### src/rtl/seq_pkg.sv
// Shared definitions for the 1010 pattern generator and its matching detectors.
package seq_pkg;

  localparam int unsigned DEF_PAT_W = 4;
  localparam logic [DEF_PAT_W-1:0] DEF_PATTERN = 4'b1010;
  localparam int unsigned DEF_OVL_LEN = 2;
  localparam int unsigned DEF_CNT_W = 8;

  typedef enum logic [1:0] {
    IDLE   = 2'd0,
    FIRST  = 2'd1,
    REPEAT = 2'd2,
    DONE   = 2'd3
  } state_t;

endpackage

### src/rtl/seq_gen_ctr.sv
// Bit pointer and repetition counter for the pattern generator.
// The pointer holds the pattern index currently on the serial output. bit_c is
// the pattern bit at the index the pointer will hold after this cycle's command.
module seq_gen_ctr
  import seq_pkg::*;
#(
  parameter int unsigned PAT_W = DEF_PAT_W,
  parameter logic [PAT_W-1:0] PATTERN = DEF_PATTERN,
  parameter int unsigned OVL_LEN = DEF_OVL_LEN,
  parameter int unsigned CNT_W = DEF_CNT_W
) (
  input  logic             clk,
  input  logic             rst,
  input  logic             load,
  input  logic             step,
  input  logic [CNT_W-1:0] count,
  input  logic             ovl,
  output logic             last_bit,
  output logic             last_rep,
  output logic             bit_c
);

  localparam int unsigned PTR_W = $clog2(PAT_W);
  localparam logic [PTR_W-1:0] PTR_LAST = PTR_W'(PAT_W - 1);
  localparam logic [PTR_W-1:0] PTR_OVL = PTR_W'(OVL_LEN);

  logic [PTR_W-1:0] ptr;
  logic [PTR_W-1:0] ptr_d;
  logic [CNT_W-1:0] rem;
  logic [CNT_W-1:0] rem_d;
  logic             ovl_q;
  logic             ovl_d;

  // Next pointer/counter: load on burst start, advance on each unstalled bit.
  always_comb begin
    ptr_d = ptr;
    rem_d = rem;
    ovl_d = ovl_q;
    if (load) begin
      ptr_d = '0;
      rem_d = (count != '0) ? count - CNT_W'(1) : '0;
      ovl_d = ovl;
    end else if (step) begin
      if (last_bit) begin
        ptr_d = ovl_q ? PTR_OVL : '0;
        if (rem != '0) begin
          rem_d = rem - CNT_W'(1);
        end
      end else begin
        ptr_d = ptr + PTR_W'(1);
      end
    end
  end

  assign bit_c = PATTERN[PTR_LAST - ptr_d];

  // Counter registers plus registered end-of-pattern / end-of-burst flags.
  always_ff @(posedge clk or negedge rst) begin
    if (!rst) begin
      ptr      <= '0;
      rem      <= '0;
      ovl_q    <= 1'b0;
      last_bit <= 1'b0;
      last_rep <= 1'b1;
    end else begin
      ptr      <= ptr_d;
      rem      <= rem_d;
      ovl_q    <= ovl_d;
      last_bit <= (ptr_d == PTR_LAST);
      last_rep <= (rem_d == '0);
    end
  end

endmodule

### src/rtl/seq_gen_1010.sv
// Serial pattern transmitter: bursts of repeated (optionally overlapping)
// pattern occurrences, MSB first, with an expected-detection strobe timed like
// a Moore detector's output.
module seq_gen_1010
  import seq_pkg::*;
#(
  parameter int unsigned PAT_W = DEF_PAT_W,
  parameter logic [PAT_W-1:0] PATTERN = DEF_PATTERN,
  parameter int unsigned OVL_LEN = DEF_OVL_LEN,
  parameter int unsigned CNT_W = DEF_CNT_W
) (
  input  logic             clk,
  input  logic             rst,
  input  logic             start,
  input  logic [CNT_W-1:0] count,
  input  logic             ovl,
  input  logic             stall,
  output logic             x,
  output logic             x_valid,
  output logic             busy,
  output logic             done,
  output logic             det_exp
);

  state_t state;
  state_t state_d;
  logic   x_d;
  logic   x_valid_d;
  logic   busy_d;
  logic   done_d;
  logic   det_d;
  logic   ld_c;
  logic   step_c;
  logic   last_bit;
  logic   last_rep;
  logic   bit_c;

  seq_gen_ctr #(
    .PAT_W  (PAT_W),
    .PATTERN(PATTERN),
    .OVL_LEN(OVL_LEN),
    .CNT_W  (CNT_W)
  ) u_ctr (
    .clk     (clk),
    .rst     (rst),
    .load    (ld_c),
    .step    (step_c),
    .count   (count),
    .ovl     (ovl),
    .last_bit(last_bit),
    .last_rep(last_rep),
    .bit_c   (bit_c)
  );

  // Next state and next output values.
  always_comb begin
    state_d   = state;
    x_d       = x;
    x_valid_d = 1'b0;
    busy_d    = busy;
    done_d    = 1'b0;
    det_d     = 1'b0;
    ld_c      = 1'b0;
    step_c    = 1'b0;
    case (state)
      IDLE: begin
        x_d    = 1'b0;
        busy_d = 1'b0;
        if (start) begin
          busy_d = 1'b1;
          if (count != '0) begin
            ld_c      = 1'b1;
            state_d   = FIRST;
            x_d       = bit_c;
            x_valid_d = 1'b1;
          end else begin
            state_d = DONE;
            done_d  = 1'b1;
          end
        end
      end
      FIRST, REPEAT: begin
        // Strobe follows the valid cycle that carried an occurrence's last bit.
        det_d = x_valid && last_bit;
        if (stall) begin
          x_valid_d = 1'b0;
        end else if (last_bit && last_rep) begin
          state_d = DONE;
          x_d     = 1'b0;
          busy_d  = 1'b0;
          done_d  = 1'b1;
        end else begin
          step_c    = 1'b1;
          x_d       = bit_c;
          x_valid_d = 1'b1;
          if (last_bit) begin
            state_d = REPEAT;
          end
        end
      end
      DONE: begin
        state_d = IDLE;
        x_d     = 1'b0;
        busy_d  = 1'b0;
      end
      default: begin
        state_d = IDLE;
        x_d     = 1'b0;
        busy_d  = 1'b0;
      end
    endcase
  end

  // State and output registers.
  always_ff @(posedge clk or negedge rst) begin
    if (!rst) begin
      state   <= IDLE;
      x       <= 1'b0;
      x_valid <= 1'b0;
      busy    <= 1'b0;
      done    <= 1'b0;
      det_exp <= 1'b0;
    end else begin
      state   <= state_d;
      x       <= x_d;
      x_valid <= x_valid_d;
      busy    <= busy_d;
      done    <= done_d;
      det_exp <= det_d;
    end
  end

endmodule

### config.mk
export PLATFORM = sky130hd
export DESIGN_NAME = seq_gen_1010
export DESIGN_NICKNAME = d
export VERILOG_FILES = /design/src/rtl/seq_pkg.sv /design/src/rtl/seq_gen_ctr.sv /design/src/rtl/seq_gen_1010.sv
export SDC_FILE = /design/constraint.sdc
export NUM_CORES = 1
export LEC_CHECK = 0
export CORE_ASPECT_RATIO = 1.4
export CORE_UTILIZATION = 57
export CTS_CLUSTER_DIAMETER = 100
export DETAILED_ROUTE_END_ITERATION = 6
export GPL_TIMING_DRIVEN = 0
export PLACE_DENSITY = 0.83
export SLEW_MARGIN = 10
export SYNTH_ARGS = -nofsm -noshare
export SYNTH_HDL_FRONTEND = slang
export SYNTH_SLANG_ARGS = --single-unit
### constraint.sdc
create_clock -name clk -period 6.15 [get_ports clk]
set_input_delay 0.9225 -clock clk [delete_from_list [all_inputs] [get_ports clk]]
set_output_delay 0.9225 -clock clk [all_outputs]
set_load 0.02 [all_outputs]
==> results.rst, run 1 <==
.. list-table::
   :header-rows: 1

   * - Metric
     - Value
   * - Leading post-synthesis cells by cell area
     - sky130_fd_sc_hd__dfrtp_1, sky130_fd_sc_hd__ha_1, sky130_fd_sc_hd__xor2_1
   * - Largest area contributor in the netlist
     - sky130_fd_sc_hd__dfrtp_1
   * - Worst EP required
     - 6.38 ns
   * - Arrival @ worst endpoint
     - 3.33 ns
   * - ANT nets after route
     - 0
   * - Sequential cell area
     - 502 um^2
   * - HPWL after detailed placement
     - ~2000 um
   * - Clk Latency, worst-skew pair
     - approximately 0.32 ns
   * - CP delay by family, top
     - simple AND/OR/NAND/NOR gates
   * - Combinational fraction of design power
     - 0.521
   * - Number of remaining DRC errors
     - 0
   * - Setup repair after global routing missed its margin
     - no
   * - Number of cells on the worst hold path
     - 2
   * - Maximum number of pins on one net before global-route repair
     - 21
   * - Detailed router's first-iteration violation count
     - 28
   * - Worst reg2reg setup slack
     - 3.49 ns
   * - Gate count after technology mapping
     - around 140
   * - Core Region
     - 2040 um^2
   * - Cell depth of the worst flop-to-flop path
     - 9
   * - Routed wl met3
     - 63 um
   * - Pwr/cell area
     - 428 nW/um^2
   * - Buffer levels on the longest clock path
     - 2
   * - Largest voltage drop on the vdd net
     - 275 uV
   * - Hold Path Class
     - reg2reg
   * - H-tree depth
     - 1
   * - Post-route clock period utilization
     - 0.503
   * - DR WL/cell
     - 14.6 um
   * - Average size of a mapped cell
     - 9.46 um^2
   * - Die Width
     - 42.0 um
   * - M1 wire length
     - ~960 um
   * - # clock sinks
     - 20
   * - Final Hold Fails
     - 0
   * - Startpoint class of the critical path
     - input pin
   * - Reg2Reg Launch Point
     - state[0]$_DFFE_PN0P_
   * - Number of I/O port buffers
     - 17
   * - Final RePlAce weighted congestion
     - 0.889
   * - Worst-path clk slew
     - 0.10 ns
   * - Top fanout value on the critical path
     - 10
   * - Status
     - completed
   * - Inserted Clock Buffers
     - 3
   * - Hold Crit Start
     - u_ctr.ovl_q$_DFFE_PN0N_
   * - CP Class
     - in2reg
   * - Met2 layer wire length in the routed design
     - 1450 um
   * - Highest routing layer actually used
     - met4
   * - Cell-by-cell listing of the critical path
     - clkdlybuf4s50_1 -> or4_4 -> o311ai_4 -> buf_6 -> o22ai_1 -> or4_1 -> nor4_2
   * - Count of pins on the block boundary
     - 18
   * - Clock network power share
     - 0.106
   * - Max-slew violation total from the final report
     - 0
   * - Internal power consumption
     - 362 uW
   * - Slack of the critical path
     - around 3.1 ns
   * - Total congestion overflow
     - 0
   * - Layout fillers
     - 159
   * - First-pass GRT wire length
     - 4490 um
   * - Clock tree root driver cell
     - sky130_fd_sc_hd__clkbuf_4
   * - Site Rows
     - 19
   * - Initial DRT Pass Iterations
     - 4
   * - CP bufs+invs
     - 2
   * - Vias in the first global route
     - 1094
   * - Top-area cell type share of the netlist area
     - 0.372
   * - Ant diodes
     - 0
   * - Net count of the mapped netlist
     - approximately 160
   * - Growth of design area from synthesis to finish
     - 17.4%
   * - Post-CTS setup buffer count
     - 0
   * - Vertical die dimension
     - between 50 and 60 um
   * - Final period demand of the worst path
     - about 3 ns
   * - Slowest library cell on the worst path
     - sky130_fd_sc_hd__or4_4
   * - Part of the total power dissipated in sequential elements
     - 0.373
   * - GRT Resource Usage Total
     - 0.249
   * - TritonCTS clock tree
     - yes
   * - Clock Skews
     - 0.0104 ns
   * - Via count normalized by instance count
     - 5.91
   * - Number of gates resized after cts
     - 0
   * - Initial standard-cell utilization of the core
     - 0.625
   * - Total via count after detailed routing
     - 1046
   * - Die Outline Area
     - 2440 um^2
   * - Combined area of all synthesized cells
     - 1280 um^2
   * - Normalized max-slew margin
     - 0.412
   * - Switching share of power
     - 0.437
   * - Max-cap viol count
     - 0
   * - Number of antenna violations at the first check in global routing
     - 0
   * - Worst R2R End
     - u_ctr.last_rep$_DFF_PN1_
   * - Endpoints failing setup
     - 0
   * - Final TNS setup
     - 0 ns
   * - Static leakage
     - 0.628 nW
   * - Yosys cell types
     - between 40 and 50
   * - End of the worst hold path
     - u_ctr.ovl_q$_DFFE_PN0N_
   * - Slew of the pin with the lowest slew margin
     - 0.880 ns
   * - Fraction of the yosys area taken by sequential cells
     - 0.393
   * - Total number of yosys warnings
     - 0
   * - Total area of multi-input combinational cells
     - between 700 and 800 um^2
   * - Total length of routed wires
     - 2590 um
   * - Fraction of final layout cells with drive strength greater than 1
     - 0.0897
   * - Critical path endpoint category
     - flip-flop
   * - Setup WS pre-CTS
     - 2.73 ns
   * - Number of hold buffers added after cts
     - 0
   * - Post-layout nets
     - 178
   * - Max Clock Freq
     - approximately 320 MHz
   * - Startpoint of the worst setup timing path
     - count[4]
   * - Total of flip-flops plus latches after synthesis
     - 20
   * - Switching power of the nets
     - 281 uW
   * - Delay of the slowest critical-path stage
     - 0.61 ns
==> power by group through the flow <==
| stage | clock (mW) | combinational (mW) | sequential (mW) |
|---|---|---|---|
| after CTS | 0.0699 | 0.337 | 0.240 |
| after detailed placement | 0 | 0.334 | 0.244 |
| final | 0.0683 | 0.334 | 0.240 |
| after global placement | 0 | 0.319 | 0.238 |
| after floorplan | 0 | 0.236 | 0.242 |
| after global routing | 0.0765 | 0.375 | 0.247 |
==> area by class of cell <==
class | instances | share of cell area
timing repair buffer | 17 | 0.113
sequential | 20 | 0.334
inverter | 9 | 0.0225
multi-input combinational | 104 | 0.485
tap | 21 | 0.0175
clock buffer | 4 | 0.0175
buffer | 2 | 0.0100
==> worst max path at each step <==
| stage | endpoint | slack, ns | cells past startpoint |
|---|---|---|---|
| 5_1_grt | u_ctr.last_rep$_DFF_PN1_ | 2.91 | 7 |
| 6_report | u_ctr.last_rep$_DFF_PN1_ | 3.06 | 7 |
| 2_1_floorplan | u_ctr.last_rep$_DFF_PN1_ | 3.38 | 6 |
| 4_1_cts | u_ctr.last_rep$_DFF_PN1_ | 3.06 | 7 |
| 3_5_place_dp | u_ctr.last_rep$_DFF_PN1_ | 2.73 | 7 |
| 3_3_place_gp | u_ctr.last_rep$_DFF_PN1_ | 2.75 | 7 |
==> per-stage QoR <==
step           utilization  hold slack, ns  cells  power (mW)  instance area [um^2]
6_report             0.734           0.489    177       0.642                  1500
3_3_place_gp         0.721           0.461    173       0.557                  1470
3_5_place_dp         0.721           0.463    173       0.577                  1470
5_1_grt              0.734           0.547    177       0.698                  1500
2_1_floorplan            -           0.445    135       0.478                  1280
4_1_cts              0.734           0.490    177       0.647                  1500
==> cells in the mapped netlist <==
cell type / number
sky130_fd_sc_hd__nor4_1: 2
sky130_fd_sc_hd__and4bb_2: 1
sky130_fd_sc_hd__clkbuf_1: 1
sky130_fd_sc_hd__nor2b_1: 1
sky130_fd_sc_hd__dfstp_2: 1
sky130_fd_sc_hd__inv_1: 9
sky130_fd_sc_hd__a21oi_1: 10
sky130_fd_sc_hd__dfrtp_1: 19
sky130_fd_sc_hd__o21ai_0: 4
sky130_fd_sc_hd__nor4_2: 1
sky130_fd_sc_hd__and2_1: 2
sky130_fd_sc_hd__o221ai_1: 1
sky130_fd_sc_hd__nor3_1: 2
sky130_fd_sc_hd__nand3_1: 5
sky130_fd_sc_hd__o311ai_4: 1
sky130_fd_sc_hd__nor3_2: 1
sky130_fd_sc_hd__or3_1: 2
sky130_fd_sc_hd__nand4b_1: 1
sky130_fd_sc_hd__xnor2_1: 5
sky130_fd_sc_hd__nor2_1: 10
sky130_fd_sc_hd__a21bo_2: 1
sky130_fd_sc_hd__and2_2: 1
sky130_fd_sc_hd__buf_6: 1
sky130_fd_sc_hd__xor2_1: 6
sky130_fd_sc_hd__and2b_2: 1
sky130_fd_sc_hd__or4_4: 1
sky130_fd_sc_hd__o21ba_2: 1
sky130_fd_sc_hd__and3_1: 1
sky130_fd_sc_hd__nand2b_1: 4
sky130_fd_sc_hd__nand3b_1: 1
sky130_fd_sc_hd__or4_1: 1
sky130_fd_sc_hd__nor3b_1: 2
sky130_fd_sc_hd__a31oi_1: 1
sky130_fd_sc_hd__nand4_1: 1
sky130_fd_sc_hd__a21boi_0: 1
sky130_fd_sc_hd__mux2i_1: 3
sky130_fd_sc_hd__o22ai_1: 7
sky130_fd_sc_hd__o21a_1: 1
sky130_fd_sc_hd__a32o_1: 1
sky130_fd_sc_hd__nand2_1: 12
sky130_fd_sc_hd__ha_1: 8
==> placed cells by master, fill, tap and decap left out, drive strengths merged, types with 4 or more instances in the layout <==
cell type | netlist | final
xor2 | 6 | 6
ha | 8 | 8
xnor2 | 5 | 5
nand2b | 4 | 4
clkbuf | 1 | 5
o22ai | 7 | 7
nand2 | 12 | 12
inv | 9 | 9
a21oi | 10 | 10
nor2 | 10 | 10
clkdlybuf4s50 | 0 | 17
nand3 | 5 | 5
dfrtp | 19 | 19
o21ai | 4 | 4
==> layer usage <==
layer  GRT usage  vias to the layer above
met5           0                        -
met4       0.192                        0
met3      0.0312                        9
met2       0.469                       29
met1       0.239                      486
li1            -                      522
==> kinds of logic after synthesis <==
family          share of synthesized area
simple gates                        0.235
compound gates                      0.157
flops                               0.393
xor+xnor                           0.0754
buf+inv                            0.0382
fa+ha+maj                          0.0784
mux                                0.0235
==> worst register-to-register path: cells and delay by family (launching register included) <==
kind	cells	cell delay [ns]
compound gates	1	0.13
fa+ha+maj	1	0.28
buf+inv	2	0.39
flops	1	0.40
simple gates	5	1.36
==> registers in the layout, indices dropped and copies added (netlist names) <==
register and flops:
state 2, u_ctr.ptr 2, done 1, u_ctr.ovl_q 1
busy 1, u_ctr.last_rep 1, x 1, u_ctr.last_bit 1
x_valid 1, det_exp 1, u_ctr.rem 8
Power figures use the tool's default switching activity.
==> run 2: changes to the inputs <==
Settings changed: CORE_UTILIZATION 57 to 53, PLACE_DENSITY 0.83 to 0.78.
Clock period 6.15 ns to 3 ns, I/O delays scaled along.
==> results.rst, run 2 (synthesis results as in run 1) <==
.. list-table::
   :header-rows: 1

   * - Metric
     - Value
   * - Core Region
     - 2230 um^2
   * - Number of remaining DRC errors
     - 4
   * - Final TNS setup
     - 0 ns
   * - Post-layout nets
     - between 150 and 200
   * - Total length of routed wires
     - ~2600 um
   * - Max-slew violation total from the final report
     - 0
   * - Max Clock Freq
     - 372 MHz
   * - Setup repair after global routing missed its margin
     - no
   * - Delay of the slowest critical-path stage
     - 0.58 ns
   * - Total instance count after detailed placement
     - 174
   * - Critical path endpoint category
     - flip-flop
   * - Maximum number of pins on one net before global-route repair
     - 21
   * - Failing checks
     - DRC
   * - Reg with most FFs
     - u_ctr.rem
   * - Slowest library cell on the worst path
     - sky130_fd_sc_hd__or4_1
   * - First-pass GRT wire length
     - roughly 4600 um
   * - Status
     - finished, violations left
   * - Cell-by-cell listing of the critical path
     - inv_1 -> ha_1 -> clkbuf_1 -> and4bb_2 -> nand3_1 -> nand2_1 -> o22ai_1 -> or4_1 -> nor4_2
   * - Final Power
     - 1.40 mW
   * - Final period demand of the worst path
     - 2.69 ns
   * - Vias in the first global route
     - 1060
   * - Clock tree root driver cell
     - sky130_fd_sc_hd__clkbuf_4
   * - # clock sinks
     - 20
   * - Max-cap viol count
     - 0
   * - Detailed router's first-iteration violation count
     - 26
   * - Post-route clock period utilization
     - 0.897
   * - Number of hold buffers added after cts
     - 0
   * - Inserted Clock Buffers
     - 3
   * - Endpoints failing setup
     - 0
   * - Setup WS pre-CTS
     - 0.0663 ns
   * - ANT nets after route
     - 0
   * - GRT Resource Usage Total
     - 0.240
   * - Buffer levels on the longest clock path
     - 2
   * - CP Class
     - reg2reg
   * - Worst-path clk slew
     - 0.12 ns
   * - Pwr/cell area
     - 915 nW/um^2
   * - Largest registers ranked by flip-flop count
     - u_ctr.rem: 8 flops, state: 2 flops, u_ctr.ptr: 2 flops
   * - Hold Path Class
     - reg2reg
   * - Growth of design area from synthesis to finish
     - 19.6%
   * - Highest routing layer actually used
     - met4
   * - Ant diodes
     - 0
   * - H-tree depth
     - 1
   * - DR WL/cell
     - 14.5 um
   * - Worst EP required
     - 3.24 ns
   * - Number of gates resized after cts
     - 0
   * - Site Rows
     - 20
   * - Count of pins on the block boundary
     - 18
   * - Flip-flop count of the largest register, all copies and words added
     - 8
   * - Total via count after detailed routing
     - 1044
   * - Top fanout value on the critical path
     - 10
   * - Arrival @ worst endpoint
     - 2.93 ns
   * - Vertical die dimension
     - roughly 60 um
   * - Fraction of final layout cells with drive strength greater than 1
     - 0.0962
   * - Final cell count without fillers
     - 178
   * - Total congestion overflow
     - 0
   * - Slew of the pin with the lowest slew margin
     - 0.907 ns
   * - Startpoint class of the critical path
     - flip-flop
   * - Static leakage
     - about 0.64 nW
   * - Initial standard-cell utilization of the core
     - 0.574
   * - HPWL after detailed placement
     - ~2000 um
   * - Most used cells in the layout excluding fill and tap cells
     - sky130_fd_sc_hd__dfrtp_1, sky130_fd_sc_hd__clkdlybuf4s50_1, sky130_fd_sc_hd__nand2_1
   * - Most common cell after layout, fill and taps aside
     - sky130_fd_sc_hd__dfrtp_1
   * - Post-route core utilization
     - 0.686
   * - Final Hold Fails
     - 0
   * - Largest voltage drop on the vdd net
     - 449 uV
   * - Die Width
     - approximately 43 um
   * - Initial DRT Pass Iterations
     - 6
   * - Post-CTS setup buffer count
     - 0
   * - Clk Latency, worst-skew pair
     - 0.32 ns
   * - Clock Skews
     - 0.00905 ns
   * - Number of I/O port buffers
     - 17
   * - Met2 layer wire length in the routed design
     - 1370 um
   * - Via count normalized by instance count
     - 5.87
   * - Normalized max-slew margin
     - 0.393
   * - Slack of the critical path
     - 0.309 ns
   * - Routed wl met3
     - 57 um
   * - M1 wire length
     - 1050 um
   * - Die Outline Area
     - 2610 um^2
   * - TritonCTS clock tree
     - yes
   * - Final RePlAce weighted congestion
     - a little under 0.9
   * - Number of antenna violations at the first check in global routing
     - 0
-- run 2: cell types whose count changed in the layout (fill, tap and decap cells not counted), sizes merged --
cell    before  now
bufinv       0    1
clkbuf       5    4
-- run 2: layer usage --
metal,GRT usage,vias to the layer above
li1,-,518
met1,0.264,488
met2,0.431,29
met3,0.0181,9
met4,0.170,0
met5,0,-
-- run 2: cell type report --
class | instances | area (um^2)
plain buffers | 2 | 15.0
flip-flops and latches | 20 | 502
repair buffers | 17 | 170
fillers | 167 | 699
clock buffers | 3 | 22.5
inverters | 9 | 33.8
well taps | 22 | 27.5
clock inverters | 1 | 30.0
multi-input cells | 104 | 727
-- run 2: path summary, 6_finish.rpt --
check / from / to / slack (ns) / depth (start not counted)
setup / recovery: state[0]$_DFFE_PN0P_ / u_ctr.last_rep$_DFF_PN1_ / 0.31 / 9
hold reg to reg: u_ctr.ovl_q$_DFFE_PN0N_ / u_ctr.ovl_q$_DFFE_PN0N_ / 0.49 / 2
setup reg to reg: state[0]$_DFFE_PN0P_ / u_ctr.last_rep$_DFF_PN1_ / 0.31 / 9
min in group asynchronous: rst / det_exp$_DFF_PN0_ / 0.63 / 1
hold / removal: u_ctr.ovl_q$_DFFE_PN0N_ / u_ctr.ovl_q$_DFFE_PN0N_ / 0.49 / 2
max in group asynchronous: rst / done$_DFF_PN0_ / 1.81 / 1
-- run 2: critical path, delay by kind of cell (launching register included) --
family / cells / cell delay (ns)
buf+inv: 2 / 0.39
fa+ha+maj: 1 / 0.27
flops: 1 / 0.42
compound gates: 1 / 0.12
simple gates: 5 / 1.41
-- run 2: stage by stage --
step	area [um^2]	hold slack, ns
finish	1530	0.494
global route	1530	0.515
CTS	1530	0.494
detailed placement	1480	0.465
global placement	1480	0.465
floorplan	1280	0.154
-- run 2: report_power, final --
group,switching [mW],internal [mW],total (mW)
combinational,0.379,0.299,0.678
sequential,0.106,0.387,0.493
clock,0.0912,0.135,0.226
total,0.576,0.822,1.40
